`config.mk`:
```
export PLATFORM = sky130hd
export DESIGN_NAME = render_queue_ctrl
export DESIGN_NICKNAME = d
export VERILOG_FILES = /design/src/rtl/render_queue_ctrl_pkg.sv /design/src/rtl/render_queue_ctrl_cmd_bank.sv /design/src/rtl/render_queue_ctrl.sv
export SDC_FILE = /design/constraint.sdc
export NUM_CORES = 2
export LEC_CHECK = 0
export ABC_AREA = 1
export BUFFER_PORTS_ARGS = -buffer_cell sky130_fd_sc_hd__buf_2
export CAP_MARGIN = 20
export CORE_MARGIN = 2
export CORE_UTILIZATION = 45
export CTS_CLUSTER_SIZE = 16
export DETAILED_ROUTE_END_ITERATION = 10
export GPL_TIMING_DRIVEN = 0
export SYNTH_ARGS = -nofsm -noshare
export SYNTH_HDL_FRONTEND = slang
export SYNTH_SLANG_ARGS = --single-unit
```
`constraint.sdc`:
```
create_clock -name clk50 -period 8.2 [get_ports clk50]
set_input_delay 0.82 -clock clk50 [delete_from_list [all_inputs] [get_ports clk50]]
set_output_delay 0.82 -clock clk50 [all_outputs]
set_load 0.03 [all_outputs]
```
`src/rtl/render_queue_ctrl_pkg.sv`:
```
// Shared types and constants for the render queue controller.
package render_queue_ctrl_pkg;

  localparam logic [7:0] VGA_DO_RENDER = 8'hFF;

  typedef struct packed {
    logic [7:0]  magic;
    logic [15:0] x;
    logic [15:0] y;
    logic [7:0]  flags;
  } render_cmd_t;

  localparam render_cmd_t DO_RENDER_CMD = '{magic: VGA_DO_RENDER, x: 16'h0, y: 16'h0, flags: 8'h0};

  localparam logic [2:0] REG_CMD_LO  = 3'd0;
  localparam logic [2:0] REG_X       = 3'd1;
  localparam logic [2:0] REG_Y_PUSH  = 3'd2;
  localparam logic [2:0] REG_COMMIT  = 3'd3;
  localparam logic [2:0] REG_CLEAR   = 3'd4;

endpackage

```
`src/rtl/render_queue_ctrl_cmd_bank.sv`:
```
// One command list bank: synchronous write, combinational read, no reset on storage.
module render_cmd_bank
  import render_queue_ctrl_pkg::*;
#(
  parameter int DEPTH = 32,
  parameter int AW    = $clog2(DEPTH)
) (
  input  logic        clk,
  input  logic        we,
  input  logic [AW-1:0] waddr,
  input  render_cmd_t wdata,
  input  logic [AW-1:0] raddr,
  output render_cmd_t rdata
);

  render_cmd_t mem_q [DEPTH];

  always_ff @(posedge clk) begin
    if (we) mem_q[waddr] <= wdata;
  end

  assign rdata = mem_q[raddr];

endmodule

```
`src/rtl/render_queue_ctrl.sv`:
```
// Double-banked frame scheduler: CPU fills the write bank, the consumer replays the
// read bank every frame, and a committed list swaps in on the DO_RENDER pop.
module render_queue_ctrl
  import render_queue_ctrl_pkg::*;
#(
  parameter int DEPTH = 32,
  parameter int CW    = $clog2(DEPTH + 1)
) (
  input  logic        clk50,
  input  logic        reset,
  input  logic        chipselect,
  input  logic        write,
  input  logic        read,
  input  logic [2:0]  address,
  input  logic [15:0] writedata,
  output logic [15:0] readdata,
  output logic [47:0] render_queue_dout,
  input  logic        render_queue_pop_front,
  output logic        frame_swapped
);

  localparam int AW = $clog2(DEPTH);
  localparam logic [CW-1:0] DEPTH_C = CW'(DEPTH);

  logic          rd_bank_q, rd_bank_d;
  logic [CW-1:0] rd_ptr_q, rd_ptr_d;
  logic [CW-1:0] rd_cnt_q, rd_cnt_d;
  logic [CW-1:0] wr_cnt_q, wr_cnt_d;
  logic          pending_q, pending_d;
  logic          overflow_q, overflow_d;
  logic [15:0]   frame_cnt_q, frame_cnt_d;
  render_cmd_t   stage_q, stage_d;
  logic [15:0]   readdata_q, readdata_d;
  render_cmd_t   dout_q, dout_d;
  logic          frame_swapped_q, frame_swapped_d;

  logic          push_ok;
  render_cmd_t   push_word;
  render_cmd_t   rdata0, rdata1, head_sel;

  render_cmd_bank #(.DEPTH(DEPTH), .AW(AW)) u_bank0 (
    .clk   (clk50),
    .we    (push_ok & rd_bank_q),
    .waddr (wr_cnt_q[AW-1:0]),
    .wdata (push_word),
    .raddr (rd_ptr_d[AW-1:0]),
    .rdata (rdata0)
  );

  render_cmd_bank #(.DEPTH(DEPTH), .AW(AW)) u_bank1 (
    .clk   (clk50),
    .we    (push_ok & ~rd_bank_q),
    .waddr (wr_cnt_q[AW-1:0]),
    .wdata (push_word),
    .raddr (rd_ptr_d[AW-1:0]),
    .rdata (rdata1)
  );

  // Head is looked up from next-state pointers so dout tracks every pointer/bank change.
  assign head_sel = rd_bank_d ? rdata1 : rdata0;
  assign dout_d   = (rd_ptr_d < rd_cnt_d) ? head_sel : DO_RENDER_CMD;

  always_comb begin
    rd_bank_d       = rd_bank_q;
    rd_ptr_d        = rd_ptr_q;
    rd_cnt_d        = rd_cnt_q;
    wr_cnt_d        = wr_cnt_q;
    pending_d       = pending_q;
    overflow_d      = overflow_q;
    frame_cnt_d     = frame_cnt_q;
    stage_d         = stage_q;
    readdata_d      = readdata_q;
    frame_swapped_d = 1'b0;
    push_ok         = 1'b0;
    push_word       = '{magic: stage_q.magic, x: stage_q.x, y: writedata, flags: stage_q.flags};

    if (render_queue_pop_front) begin
      if (rd_ptr_q < rd_cnt_q) begin
        rd_ptr_d = rd_ptr_q + CW'(1);
      end else begin
        rd_ptr_d    = '0;
        frame_cnt_d = frame_cnt_q + 16'd1;
        if (pending_q) begin
          rd_bank_d       = ~rd_bank_q;
          rd_cnt_d        = wr_cnt_q;
          wr_cnt_d        = '0;
          pending_d       = 1'b0;
          frame_swapped_d = 1'b1;
        end
      end
    end

    // Applied after the swap so a same-cycle commit re-arms pending for the next frame.
    if (chipselect && write) begin
      case (address)
        REG_CMD_LO: begin
          stage_d.magic = writedata[7:0];
          stage_d.flags = writedata[15:8];
        end
        REG_X: stage_d.x = writedata;
        REG_Y_PUSH: begin
          stage_d.y = writedata;
          if (!pending_q && (wr_cnt_q < DEPTH_C)) begin
            push_ok  = 1'b1;
            wr_cnt_d = wr_cnt_q + CW'(1);
          end else begin
            overflow_d = 1'b1;
          end
        end
        REG_COMMIT: if (writedata[0]) pending_d = 1'b1;
        REG_CLEAR: begin
          if (!pending_q) begin
            wr_cnt_d   = '0;
            overflow_d = 1'b0;
          end
        end
        default: ;
      endcase
    end

    if (chipselect && read) begin
      case (address)
        3'd0:    readdata_d = {pending_q, overflow_q, 6'b0, 8'(wr_cnt_q)};
        3'd1:    readdata_d = 16'(rd_cnt_q);
        3'd2:    readdata_d = frame_cnt_q;
        default: readdata_d = 16'h0;
      endcase
    end
  end

  always_ff @(posedge clk50 or posedge reset) begin
    if (reset) begin
      rd_bank_q       <= 1'b0;
      rd_ptr_q        <= '0;
      rd_cnt_q        <= '0;
      wr_cnt_q        <= '0;
      pending_q       <= 1'b0;
      overflow_q      <= 1'b0;
      frame_cnt_q     <= 16'h0;
      stage_q         <= '0;
      readdata_q      <= 16'h0;
      dout_q          <= DO_RENDER_CMD;
      frame_swapped_q <= 1'b0;
    end else begin
      rd_bank_q       <= rd_bank_d;
      rd_ptr_q        <= rd_ptr_d;
      rd_cnt_q        <= rd_cnt_d;
      wr_cnt_q        <= wr_cnt_d;
      pending_q       <= pending_d;
      overflow_q      <= overflow_d;
      frame_cnt_q     <= frame_cnt_d;
      stage_q         <= stage_d;
      readdata_q      <= readdata_d;
      dout_q          <= dout_d;
      frame_swapped_q <= frame_swapped_d;
    end
  end

  assign readdata          = readdata_q;
  assign render_queue_dout = dout_q;
  assign frame_swapped     = frame_swapped_q;

endmodule

```
# Word-level counts from Yosys, hierarchy flattened
# Memories as Yosys holds them, arrays and structs flattened.
# Index checks and enable logic that the tools add are counted.
# Widths: inputs -> output; s select.
# op_classes
addsub	3
magnitude_cmp	3
eq_ne	6
n_mux	36
n_bitwise	4
n_reduce_logical	10
# op_table
op	n
$mux 48	2
$mux 6	11
$pmux 16 s3	1
$mux 1	20
$add 16x1->16 const B	1
$add 6x1->6 const B	2
$lt 6x6->1	2
$pmux 6 s2	1
$eq 3x2->1 const B	2
$lt 6x6->1 const B	1
$reduce_and 2->1	3
$ne 2x2->1 const B	2
$reduce_and 4->1	1
$eq 3x1->1 const B	1
$eq 3x3->1 const B	1
$logic_and 1x1->1	3
$logic_not 3->1	1
$and 1x1->1	2
$not 1->1	2
$pmux 1 s2	1
$reduce_bool 2->1	1
$logic_not 1->1	1
# totals
regBits	134
ramBits	3072
input_bits	25
out_inout_bits	65
word_cells	80
memories	2
# memory_table
name	words	word_bits	read_ports	rd_clocked_by_memory_dff	wr	line_no	rtl
u_bank0.mem_q	32	48	1	0	1	render_queue_ctrl_cmd_bank.sv:16	render_cmd_t mem_q [DEPTH];
u_bank1.mem_q	32	48	1	0	1	render_queue_ctrl_cmd_bank.sv:16	

# Depth between registers and ports, before layout
# depth
ltp_word	8
mapped_depth	21
ltp_nobuf	17

# Modules after synthesis
# From an unflattened synthesis, not the netlist that was laid out.
# hier_totals
cells_unflattened	11231
area_unflattened_um2	130387.6
# modules_own_cells
module	n_inst	cells_each	area_each_um2
render_cmd_bank	2	5231	62005.7
render_queue_ctrl	1	769	6376.1

# Worst setup path before layout
# OpenSTA, ideal clock, no wires.
# synth_path
kind	in2reg
startpoint	input address[2]
endpoint	memory u_bank1.mem_q[0][0] in the netlist's numbering, enable pin
setup_ps	454
arrival_time_ps	3898
required_time_ps	7746
setup_slack_ps	3848
path_stages	8
cell_sequence	inv_1 -> nand3_1 -> nor2_1 -> nand2_1 -> or2_2 -> clkbuf_1 -> clkbuf_1 -> nor2_1
# synth_via
elab_chain_cells	6
# synth_lines
item	line_no	rtl
start, declared	render_queue_ctrl.sv:14	input logic [2:0] address,
$eq 3x2->1	render_queue_ctrl.sv:95	case (address)
$mux 1	render_queue_ctrl.sv:95	
$mux 1	render_queue_ctrl.sv:94	if (chipselect && write) begin
$and 1x1->1	render_queue_ctrl.sv:52	.we (push_ok & ~rd_bank_q),
$mux 1	render_queue_ctrl_cmd_bank.sv:19	if (we) mem_q[waddr] <= wdata;
$mux 1 (implied by the code)	render_queue_ctrl_cmd_bank.sv:19	
end, declared	render_queue_ctrl_cmd_bank.sv:16	
# No other way between the ends.

==> Implementation_results.wiki <==
{| class="wikitable"
! Metric !! Value
|-
| Height of the die || between 500 and 600 µm
|-
| Initial core utilization || 0.452
|-
| CTS Buffer Depth || 4
|-
| Register bit total from synthesis || 3206
|-
| Final weighted congestion of routability-driven global placement || 0.995
|-
| Worst path most repeated cell || sky130_fd_sc_hd__nand2_1
|-
| Vias in the first global route || 90.9k
|-
| Final WS setup || between 1500 and 2000 ps
|-
| Proportion of synthesized chip area in sequential cells || 0.720
|-
| Net switching power of the design || between 0.03 and 0.04 W
|-
| Unrepaired setup endpoints after global routing || no
|-
| I/O Pins || 90
|-
| Clock transition time at the flip-flop clock pins of the worst setup and hold paths || approximately 60 ps
|-
| GRT met2 Usage || 0.493
|-
| Most area-consuming cells after synthesis || sky130_fd_sc_hd__edfxtp_1, sky130_fd_sc_hd__nand3_1, sky130_fd_sc_hd__nand2_1
|-
| Worst-Skew Late Latency || 980 ps
|-
| Kind of launch point of the worst setup path || flip-flop
|-
| Global-route usage over all layers || 0.328
|-
| Grt met1 use || 0.448
|-
| Highest clock frequency the design can meet || 153 MHz
|-
| Synth Area in Compound Gates || 0.0109
|-
| Most common flop cell mapped by yosys || sky130_fd_sc_hd__edfxtp_1
|-
| DRC || 2
|-
| Maximum clock skew at final layout || between 50 and 60 ps
|-
| Horizontal extent of the die || ~550 µm
|-
| Startpoint-to-endpoint class of the critical path || reg2reg
|-
| Standard-cell rows || approximately 200
|-
| NumNets Final || 12.0k
|-
| Post-Syn Area per Cell || around 12 µm²
|-
| Number of flops mapped to enable cells by yosys || a little over 3k
|-
| Placed Area || 0.143 mm²
|-
| Port Buffer Count || 89
|-
| Drt via density || 6.01
|-
| Number of hold buffers added after CTS || 0
|-
| Simple-gate portion of the synthesized area || 0.222
|-
| Share of total power consumed by net switching || 0.478
|-
| Warning count from the yosys run || 0
|-
| Critical path's top delay family || buffers and inverters
|-
| Setup TNS || 0 ps
|-
| Cells traversed along the worst timing path || ha_1 -> nand2_1 -> inv_1 -> a21oi_1 -> nand2_1 -> nand2_2 -> buf_4 -> nand2_1 -> inv_1 -> buf_2 -> buf_1 -> ha_1 -> a21oi_1 -> o21ai_0 -> a21oi_1 -> buf_4 -> clkbuf_1 -> nand2_1 -> nor2_1
|-
| Wire length of the first global-routing pass || just under 700000 µm
|-
| Number of hold violations in the final report || 0
|-
| Detail Route Antenna Nets || 0
|-
| Area share of fa/ha/maj cells after synthesis || 0.00151
|-
| Cell area power density || 434 mW/mm²
|-
| Fraction of registers with async set/reset || 0.0418
|-
| Internal power || ~0.035 W
|-
| Transition at the pin with the smallest max-transition slack || approximately 1200 ps
|-
| Setup bufs post-CTS || 0
|-
| Buffer type at the clock tree root || sky130_fd_sc_hd__clkbuf_16
|-
| Proportion of synthesized area in mux cells || 0
|-
| Slew margin rel. || 0.167
|-
| Num CTS Buffers || approximately 340
|-
| Top fanout value on the critical path || 11
|-
| Final slew viol count || 0
|-
| Via count of the routed design || approximately 97k
|-
| Worst path arrival time || 7310 ps
|-
| Time the final worst path needs with I/O delays and setup || between 6000 and 7000 ps
|-
| CTS HTree Levels || 5
|-
| Met3 capacity usage during global routing || 0.0685
|-
| Clock tree from TritonCTS || yes
|-
| Design area || around 0.15 mm²
|-
| Fraction of power consumed by combinational cells || 0.479
|-
| Sequential share of power || 0.290
|-
| Synth Instances || about 11k
|-
| Sort of element at the end of the critical path || flip-flop
|-
| Maximum number of pins on one net before global-route repair || between 80 and 90
|-
| VDD IR-drop max || roughly 0.36 mV
|-
| Synth Area in XOR/XNOR || 0.00131
|-
| Overall power of the completed layout || between 0.06 and 0.07 W
|-
| Final count of negative-setup-slack endpoints || 0
|-
| Core area || 0.294 mm²
|-
| Fillers || about 25k
|-
| Violations in the final reports || design-rule violations
|-
| Fraction of synthesized cell area taken by the top area cell type || 0.695
|-
| Number of distinct library cells after synthesis || 39
|-
| Initial DRC count || 15.4k
|-
| First-pass detailed-route iteration total || 10
|-
| Path type of the worst min-delay path || in2async
|-
| Buffers & Inverters on Critical Path || 7
|-
| Gr busiest metal || met2
|-
| Clk pwr share || 0.231
|-
| Wire length reported by the detailed router || about 500000 µm
|-
| Number of max-cap violations || 0
|-
| Number of antenna violations at the first check in global routing || 44
|-
| WHS || between 30 and 40 ps
|-
| Critical Path Max Stage Delay || around 800 ps
|-
| Per-cell routed wire length || approximately 31 µm
|-
| Congestion Overflow GR || 0
|-
| Part of the cycle the worst path needs || 0.795
|-
| Post-DP HPWL || 357000 µm
|-
| Post_cts resized || 0
|-
| Worst path required time || about 9000 ps
|-
| Synthesis-to-layout area growth || 15.8%
|-
| Placement-stage worst setup slack || 1910 ps
|-
| Most area-hungry cell type in the Yosys netlist || sky130_fd_sc_hd__edfxtp_1
|-
| Dominant combinational cell family by area after synthesis || simple AND/OR/NAND/NOR gates
|-
| Synth Net Count || about 11k
|-
| Netlist Area Pre-Place || about 0.13 mm²
|-
| Number of sinks driven by the clock tree || 3206
|-
| Total leakage power || ~57 nW
|-
| Cell with the largest stage delay on the worst path || sky130_fd_sc_hd__buf_1
|-
| Total die area || roughly 0.3 mm²
|-
| Status || finished, violations left
|-
| Ratio of cells with drive above 1 in the final layout || 0.116
|}
## power groups by stage
stage          Clock (W)  Sequential, W  Combinational (W)
3_5_place_dp           0         0.0197             0.0308
5_1_grt           0.0161         0.0194             0.0332
6_report          0.0154         0.0194             0.0320
3_3_place_gp           0         0.0202             0.0298
4_1_cts           0.0154         0.0193             0.0309
2_1_floorplan          0         0.0198             0.0159
## registers in the layout, indices dropped and copies added (netlist names)
name and flops:
overflow_q 1, wr_cnt_q 6, frame_cnt_q 16, render_queue_dout 48
rd_bank_q 1, push_word 32, u_bank1.mem_q 1536, u_bank0.mem_q 1536
readdata 16, pending_q 1, rd_cnt_q 6, rd_ptr_q 6
frame_swapped 1
## kinds of logic after synthesis
family / after synthesis
AND/OR/NAND/NOR: 6500
AO/OA/AOI/OAI: 228
XOR/XNOR: 19
adder cells (fa/ha/maj): 16
flip-flops: 3206
buffers and inverters: 1341
## Yosys cell counts (3+ instances only)
master	count
sky130_fd_sc_hd__buf_6	4
sky130_fd_sc_hd__nand2_1	2450
sky130_fd_sc_hd__inv_1	522
sky130_fd_sc_hd__dfrtp_1	126
sky130_fd_sc_hd__nand3_1	3399
sky130_fd_sc_hd__o31ai_1	4
sky130_fd_sc_hd__o211ai_1	10
sky130_fd_sc_hd__nand2_2	4
sky130_fd_sc_hd__ha_1	16
sky130_fd_sc_hd__inv_2	5
sky130_fd_sc_hd__o22ai_1	4
sky130_fd_sc_hd__buf_1	62
sky130_fd_sc_hd__o2111ai_1	39
sky130_fd_sc_hd__a21oi_1	11
sky130_fd_sc_hd__a221oi_1	3
sky130_fd_sc_hd__nor2_1	414
sky130_fd_sc_hd__buf_4	35
sky130_fd_sc_hd__nand4_1	4
sky130_fd_sc_hd__buf_2	501
sky130_fd_sc_hd__nand3b_1	208
sky130_fd_sc_hd__nor3_1	4
sky130_fd_sc_hd__dfstp_2	8
sky130_fd_sc_hd__clkbuf_1	211
sky130_fd_sc_hd__o21ai_0	81
sky130_fd_sc_hd__a21boi_0	40
sky130_fd_sc_hd__edfxtp_1	3072
sky130_fd_sc_hd__or2_2	9
sky130_fd_sc_hd__o21ai_1	33
sky130_fd_sc_hd__xor2_1	16
sky130_fd_sc_hd__nor3_2	3
## cells in the final DEF, fill, tap and decap left out, types with 9 or more instances in the layout
cell                         netlist  routed
sky130_fd_sc_hd__nand3_1        3399    3399
sky130_fd_sc_hd__edfxtp_1       3072    3072
sky130_fd_sc_hd__nand2_1        2450    2450
sky130_fd_sc_hd__buf_2           501     575
sky130_fd_sc_hd__inv_1           522     521
sky130_fd_sc_hd__nor2_1          414     349
sky130_fd_sc_hd__clkbuf_16         0     343
sky130_fd_sc_hd__clkbuf_1        211     286
sky130_fd_sc_hd__nand3b_1        208     208
sky130_fd_sc_hd__buf_12            0     122
sky130_fd_sc_hd__dfrtp_1         126      94
sky130_fd_sc_hd__o21ai_0          81      81
sky130_fd_sc_hd__clkinv_1          1      73
sky130_fd_sc_hd__nor2_4            0      64
sky130_fd_sc_hd__buf_1            62      61
sky130_fd_sc_hd__clkinv_2          0      54
sky130_fd_sc_hd__buf_4            35      53
sky130_fd_sc_hd__buf_16            0      48
sky130_fd_sc_hd__a21boi_0         40      40
sky130_fd_sc_hd__o2111ai_1        39      39
sky130_fd_sc_hd__o21ai_1          33      33
sky130_fd_sc_hd__bufinv_16         0      28
sky130_fd_sc_hd__dfrtp_4           0      27
sky130_fd_sc_hd__diode_2           0      24
sky130_fd_sc_hd__xor2_1           16      16
sky130_fd_sc_hd__ha_1             16      16
sky130_fd_sc_hd__clkinvlp_4        0      12
sky130_fd_sc_hd__a21oi_1          11      11
sky130_fd_sc_hd__buf_8             0      11
sky130_fd_sc_hd__o211ai_1         10      10
sky130_fd_sc_hd__or2_2             9       9
## worst paths after layout
| kind | endpoint | slack (ps) | start | depth (start not counted) |
|---|---|---|---|---|
| max | render_queue_dout[38] | 1680 | rd_ptr_q[4] | 19 |
| min | readdata[14] | 40 | reset | 2 |
| max reg2reg | render_queue_dout[38] | 1680 | rd_ptr_q[4] | 19 |
| min reg2reg | frame_cnt_q[2] | 470 | frame_cnt_q[2] | 1 |
| max in group asynchronous | render_queue_dout[15] | 7250 | reset | 3 |
| min in group clk50 | pending_q | 200 | address[0] | 3 |
## final cells by class
type	instances	area [µm²]	share of cell area
flip-flops and latches	3206	95700	0.623
multi-input cells	6763	31800	0.207
clock buffers	426	8920	0.0581
well taps	3919	4900	0.0319
repair buffers	273	4440	0.0289
plain buffers	813	3850	0.0250
clock inverters	195	2000	0.0130
inverters	528	1990	0.0129
diodes	24	60.1	0.000391
## through the flow
step,utilization,instances
global route,0.523,16100
finish,0.523,16100
CTS,0.523,16100
floorplan,-,11300
global placement,0.470,15300
detailed placement,0.486,15500
## metal layers
layer,vias up,share of wire,wire length [µm]
met5,-,0.00031,155
met4,20,0.061,30500
met3,1045,0.12,58500
met2,6160,0.44,220000
met1,48400,0.38,192000
li1,41400,-,-
Note: power is estimated with default switching activity, not from simulation.
